<file path="config.mk">
export PLATFORM = sky130hd
export DESIGN_NAME = fifo_wr_arbiter
export DESIGN_NICKNAME = d
export VERILOG_FILES = /design/src/rtl/fifo_wr_arbiter.sv
export SDC_FILE = /design/constraint.sdc
export NUM_CORES = 1
export LEC_CHECK = 0
export BUFFER_PORTS_ARGS = -buffer_cell sky130_fd_sc_hd__buf_4
export CORE_AREA = 3 3 59 61
export CTS_BUF_LIST = sky130_fd_sc_hd__clkbuf_8 sky130_fd_sc_hd__clkbuf_16
export CTS_CLUSTER_SIZE = 25
export DETAILED_ROUTE_END_ITERATION = 10
export DIE_AREA = 0 0 62 64
export PLACE_DENSITY = 0.83
export SLEW_MARGIN = 20
export SYNTH_ARGS = -nofsm -noshare
export SYNTH_HDL_FRONTEND = slang
export SYNTH_SLANG_ARGS = --single-unit
</file>
<file path="constraint.sdc">
create_clock -name clk_i -period 3.3 [get_ports clk_i]
set_input_delay 0.165 -clock clk_i [delete_from_list [all_inputs] [get_ports clk_i]]
set_output_delay 0.165 -clock clk_i [all_outputs]
set_load 0.05 [all_outputs]
</file>
<file path="src/rtl/fifo_wr_arbiter.sv">
// fifo_wr_arbiter: round-robin burst arbiter sharing the syn_fifo write port among N_REQ requesters,
// tracking FIFO occupancy itself so the FIFO is never written while full.
module fifo_wr_arbiter #(
   parameter int N_REQ = 4,
   parameter int WIDTH = 8,
   parameter int DEPTH = 16,
   parameter int BURST = 4,
   parameter int IDX_W = $clog2(N_REQ),
   parameter int LVL_W = $clog2(DEPTH)+1
) (
   input  logic                   clk_i,
   input  logic                   rst_i,
   input  logic [N_REQ-1:0]       req_i,
   input  logic [N_REQ*WIDTH-1:0] data_i,
   output logic [N_REQ-1:0]       gnt_o,
   input  logic                   fifo_rd_en_i,
   input  logic                   fifo_empty_i,
   input  logic                   fifo_full_i,
   output logic                   fifo_wr_en_o,
   output logic [WIDTH-1:0]       fifo_wdata_o,
   output logic [IDX_W-1:0]       owner_o,
   output logic                   busy_o,
   output logic [LVL_W-1:0]       level_o,
   output logic                   err_o
);
   localparam int BEAT_W = $clog2(BURST)+1;
   typedef enum logic {IDLE, OWN} state_t;
   state_t state_q, state_d;
   logic [IDX_W-1:0] owner_q, owner_d, rr_q, rr_d, win;
   logic [BEAT_W-1:0] beats_q, beats_d;
   logic [LVL_W-1:0] level_q, level_d;
   logic [WIDTH-1:0] wdata_q, wdata_d;
   logic [N_REQ-1:0] mask;
   logic wr_en_q, wr_en_d, err_q, err_d, space, acc, rd_acc, rel, found, start;
   assign space  = (level_q < LVL_W'(DEPTH)) & !fifo_full_i;
   assign acc    = (state_q == OWN) & req_i[owner_q] & space;
   assign gnt_o  = acc ? N_REQ'(1) << owner_q : '0;
   assign rd_acc = fifo_rd_en_i & !fifo_empty_i;
   assign rel    = (state_q == OWN) & ((acc & (beats_q == BEAT_W'(BURST-1))) | !req_i[owner_q]);
   // a releasing owner cannot win again with the word it just had accepted
   assign mask   = (state_q == IDLE) ? req_i : req_i & ~gnt_o;
   assign start  = ((state_q == IDLE) | rel) & found;
   always_comb begin
      found = 1'b0;
      win = '0;
      for (int i = N_REQ-1; i >= 0; i--)
         if (mask[(int'(rr_q) + i) % N_REQ]) begin
            found = 1'b1;
            win = IDX_W'((int'(rr_q) + i) % N_REQ);
         end
   end
   always_comb begin
      wr_en_d = acc;
      wdata_d = acc ? data_i[int'(owner_q)*WIDTH +: WIDTH] : wdata_q;
      level_d = level_q + LVL_W'(acc) - LVL_W'(rd_acc);
      err_d   = err_q | (wr_en_q & fifo_full_i);
      state_d = start ? OWN : rel ? IDLE : state_q;
      owner_d = start ? win : owner_q;
      rr_d    = start ? ((win == IDX_W'(N_REQ-1)) ? '0 : win + 1'b1) : rr_q;
      beats_d = start ? '0 : acc ? beats_q + 1'b1 : beats_q;
   end
   always_ff @(posedge clk_i) begin
      if (rst_i) begin
         state_q <= IDLE;
         owner_q <= '0;
         rr_q    <= '0;
         beats_q <= '0;
         level_q <= '0;
         wr_en_q <= 1'b0;
         wdata_q <= '0;
         err_q   <= 1'b0;
      end else begin
         state_q <= state_d;
         owner_q <= owner_d;
         rr_q    <= rr_d;
         beats_q <= beats_d;
         level_q <= level_d;
         wr_en_q <= wr_en_d;
         wdata_q <= wdata_d;
         err_q   <= err_d;
      end
   end
   assign fifo_wr_en_o = wr_en_q;
   assign fifo_wdata_o = wdata_q;
   assign owner_o      = owner_q;
   assign busy_o       = (state_q == OWN);
   assign level_o      = level_q;
   assign err_o        = err_q;
endmodule

</file>
==> reports/summary.txt <==
Worst setup SP type: flip-flop
Hold Vio Cnt, Final: 0
Root Driver: clkbuf_8
Avg Inst Size Synth: 9.928 µm²
cts bufs inserted: 3
Comb power frac: 49.1%
Max Slew Vio Count: 0
crit end category: flip-flop
leak pwr: 0.0009092 µW
Max-Cap Viols: 0
Remaining DRCs: 0
internal power: 631.5 µW
Worst EP arrival: 2890 ps
nets@finish: 249
peak supply drop: 0.2674 mV
htree depth: 1
Worst-Margin Slew: 388.2 ps
number of cells after detailed placement: 239
via/cell ratio: 5.058
Clk pin slew, worst setup/hold paths: 80 ps
post-layout util: 63.51%
top cell type by total area after synthesis: dfxtp_1
wire per inst: 14.31 µm
Worst-Skew Late Latency: 260 ps
Die W: 62 µm
post-route clock period utilization: 82.95%
# diodes: 0
first-pass GRT wire length: 5782 µm
fin cells: 243
synth warn: 0
grt ovf: 0
die area: 0.003968 mm²
Setup TNS Final: 0 ps
dpl hpwl: 2855 µm
asr flop ratio synth: 0%
sequential share of power: 34.6%
WP data required: 3460 ps
Clock Skews: 3.150 ps
post-cts sizing count: 0
Starting Density: 45.25%
initial antenna violation count: 0
Post-Syn Area: 0.001370 mm²
most common cell in the netlist: nor2_1
Post-CTS Hold Fix Bufs: 0
Synth top area share: 33.61%
routed wire length: 3478 µm
register bit total from synthesis: 23
Layout area overhead: 40.36%
initial DRC count: 34
status: finished, final reports clean
pin count of the biggest net entering global routing: 22
sw frac: 40.39%
antenna-violating nets left: 0
die height: 64 µm
sequential area share after synthesis: 33.61%
fraction of layout cells with a size suffix above 1: 41.71%
fmax: 365.3 MHz
Final Critical Period: 2737 ps
Mapped Cells: 138
fill count: 254
unrepaired setup endpoints after global routing: no
Pwr per Cell Area: 550.9 mW/mm²
postcts setup bufs: 0
CTS Sinks: 23
Top Ports: 63
CTS tree: built
GR Util All Layers: 19.39%
Max FO, Critical Path: 13
port buffer count: 62
Mapped Nets: 187
TritonRoute pass-1 iters: 4
EDFF count, synth: 0
clock share of power: 16.3%
Main synth FF type: dfxtp_1
Area contributors post-synth: dfxtp_1, mux4_2, mux2i_1, nor2_1, ha_1
switching power of the nets: 427.8 µW
worst min-delay path category: in -> reg
Core Region: 0.003028 mm²
vias after detailed routing: 1229
CTS Buffer Depth: 2
GP Congestion: 0.8651
CP Class: reg -> reg
FP Rows: 20
post-synth cell types: 34
vias in the first global route: 1270
relative slew slack: 74.12%
Final Setup Violations: 0
most frequent cells after synthesis: nor2_1, dfxtp_1, inv_1, mux2i_1, mux4_2
## flip-flops by register name (all words and copies together), names as in the netlist
register / count
busy_o: 1
level_o: 5
beats_q: 3
fifo_wdata_o: 8
owner_o: 2
rr_q: 2
err_o: 1
fifo_wr_en_o: 1
## routing by layer
| layer | part of all wire, % | track usage (%) | vias to the layer above |
|---|---|---|---|
| met5 | 0 | 0 | - |
| met4 | 1.2 | 6.366 | 0 |
| met3 | 5.9 | 2.424 | 2 |
| met2 | 56 | 35.10 | 48 |
| met1 | 37 | 22.42 | 573 |
| li1 | - | - | 606 |
## cells by family (layout without fill, tap and decap cells)
kind of cell	count (synthesis)	after routing	synth area share, %
muxes	20	20	22.83
xor gates and xnor gates	6	6	3.836
and+or+nand+nor	40	40	14.16
DFF	23	23	33.61
buffers and inverters	19	80	5.479
adders and majority gates	8	8	7.854
AOI/OAI and AO/OA	22	22	12.24
## critical path, cell delays in order, from the launching register on
cell	delay (ps)
dfxtp_2	580
mux4_2	570
nand3_1	120
ha_1	230
inv_1	60
ha_1	160
inv_1	50
fa_1	390
inv_1	70
a21o_1	110
a21oi_1	70
xnor2_1	170
nor2_1	50
## worst paths after layout
| path | start | endpoint | slack, ps | cells after the start |
|---|---|---|---|---|
| setup / recovery | owner_o[0] | level_o[4] | 560 | 12 |
| hold / removal | fifo_full_i | err_o | 170 | 3 |
| setup reg to reg | owner_o[0] | level_o[4] | 560 | 12 |
| hold reg to reg | err_o | err_o | 500 | 2 |
## cell type report
class	instances	area [µm²]	share of cell area (%)
timing repair buffer	64	480.5	24.98
clock buffer	3	41.29	2.147
sequential	23	461.7	24.01
tap	44	55.05	2.863
clock inverter	1	5.005	0.2602
multi-input combinational	96	834.6	43.40
inverter	12	45.04	2.342
## per-stage QoR
step / worst slack, ps / power, µW / hold WS [ps] / cell area, µm²
6_report: 562.7 / 1059 / 173.0 / 1923
2_1_floorplan: 36.13 / 750.6 / 305.7 / 1371
4_1_cts: 534.5 / 1070 / 170.5 / 1923
3_5_place_dp: 547.7 / 896.5 / 448.0 / 1877
3_3_place_gp: 649.7 / 873.3 / 425.3 / 1877
5_1_grt: 358.6 / 1129 / 222.3 / 1923
## cell usage in the layout (no fill, tap or decap)
cell type | netlist | routed
nor3_1 | 1 | 1
inv_2 | 1 | 1
a41oi_1 | 1 | 1
nor2b_1 | 2 | 2
buf_4 | 0 | 64
o211ai_1 | 1 | 1
nor2_1 | 24 | 24
xor2_1 | 4 | 4
or2_1 | 1 | 1
dfxtp_1 | 23 | 22
o21a_1 | 1 | 1
clkinv_2 | 0 | 1
o21ai_2 | 1 | 1
dfxtp_2 | 0 | 1
clkbuf_8 | 0 | 3
a211oi_1 | 1 | 1
o211a_1 | 1 | 1
mux2i_1 | 11 | 11
xnor2_1 | 2 | 2
mux4_2 | 9 | 9
a21oi_1 | 7 | 7
ha_1 | 7 | 7
fa_1 | 1 | 1
a211oi_4 | 1 | 1
a21o_1 | 2 | 2
nor3b_1 | 3 | 3
a211oi_2 | 1 | 1
or4b_1 | 1 | 1
o21ai_1 | 4 | 4
a311oi_2 | 1 | 1
and2_1 | 2 | 2
nand4bb_1 | 1 | 1
nand3_1 | 2 | 2
inv_1 | 11 | 11
nand2_1 | 2 | 2
nand4_1 | 1 | 1
## power by group through the flow
stage	logic (µW)	registers, µW	clock network [µW]
2_1_floorplan	276	475	0
3_3_place_gp	504	370	0
3_5_place_dp	522	375	0
4_1_cts	524	368	177
5_1_grt	567	376	186
6_report	520	367	173
No activity file was read; power rests on OpenSTA's default activity.
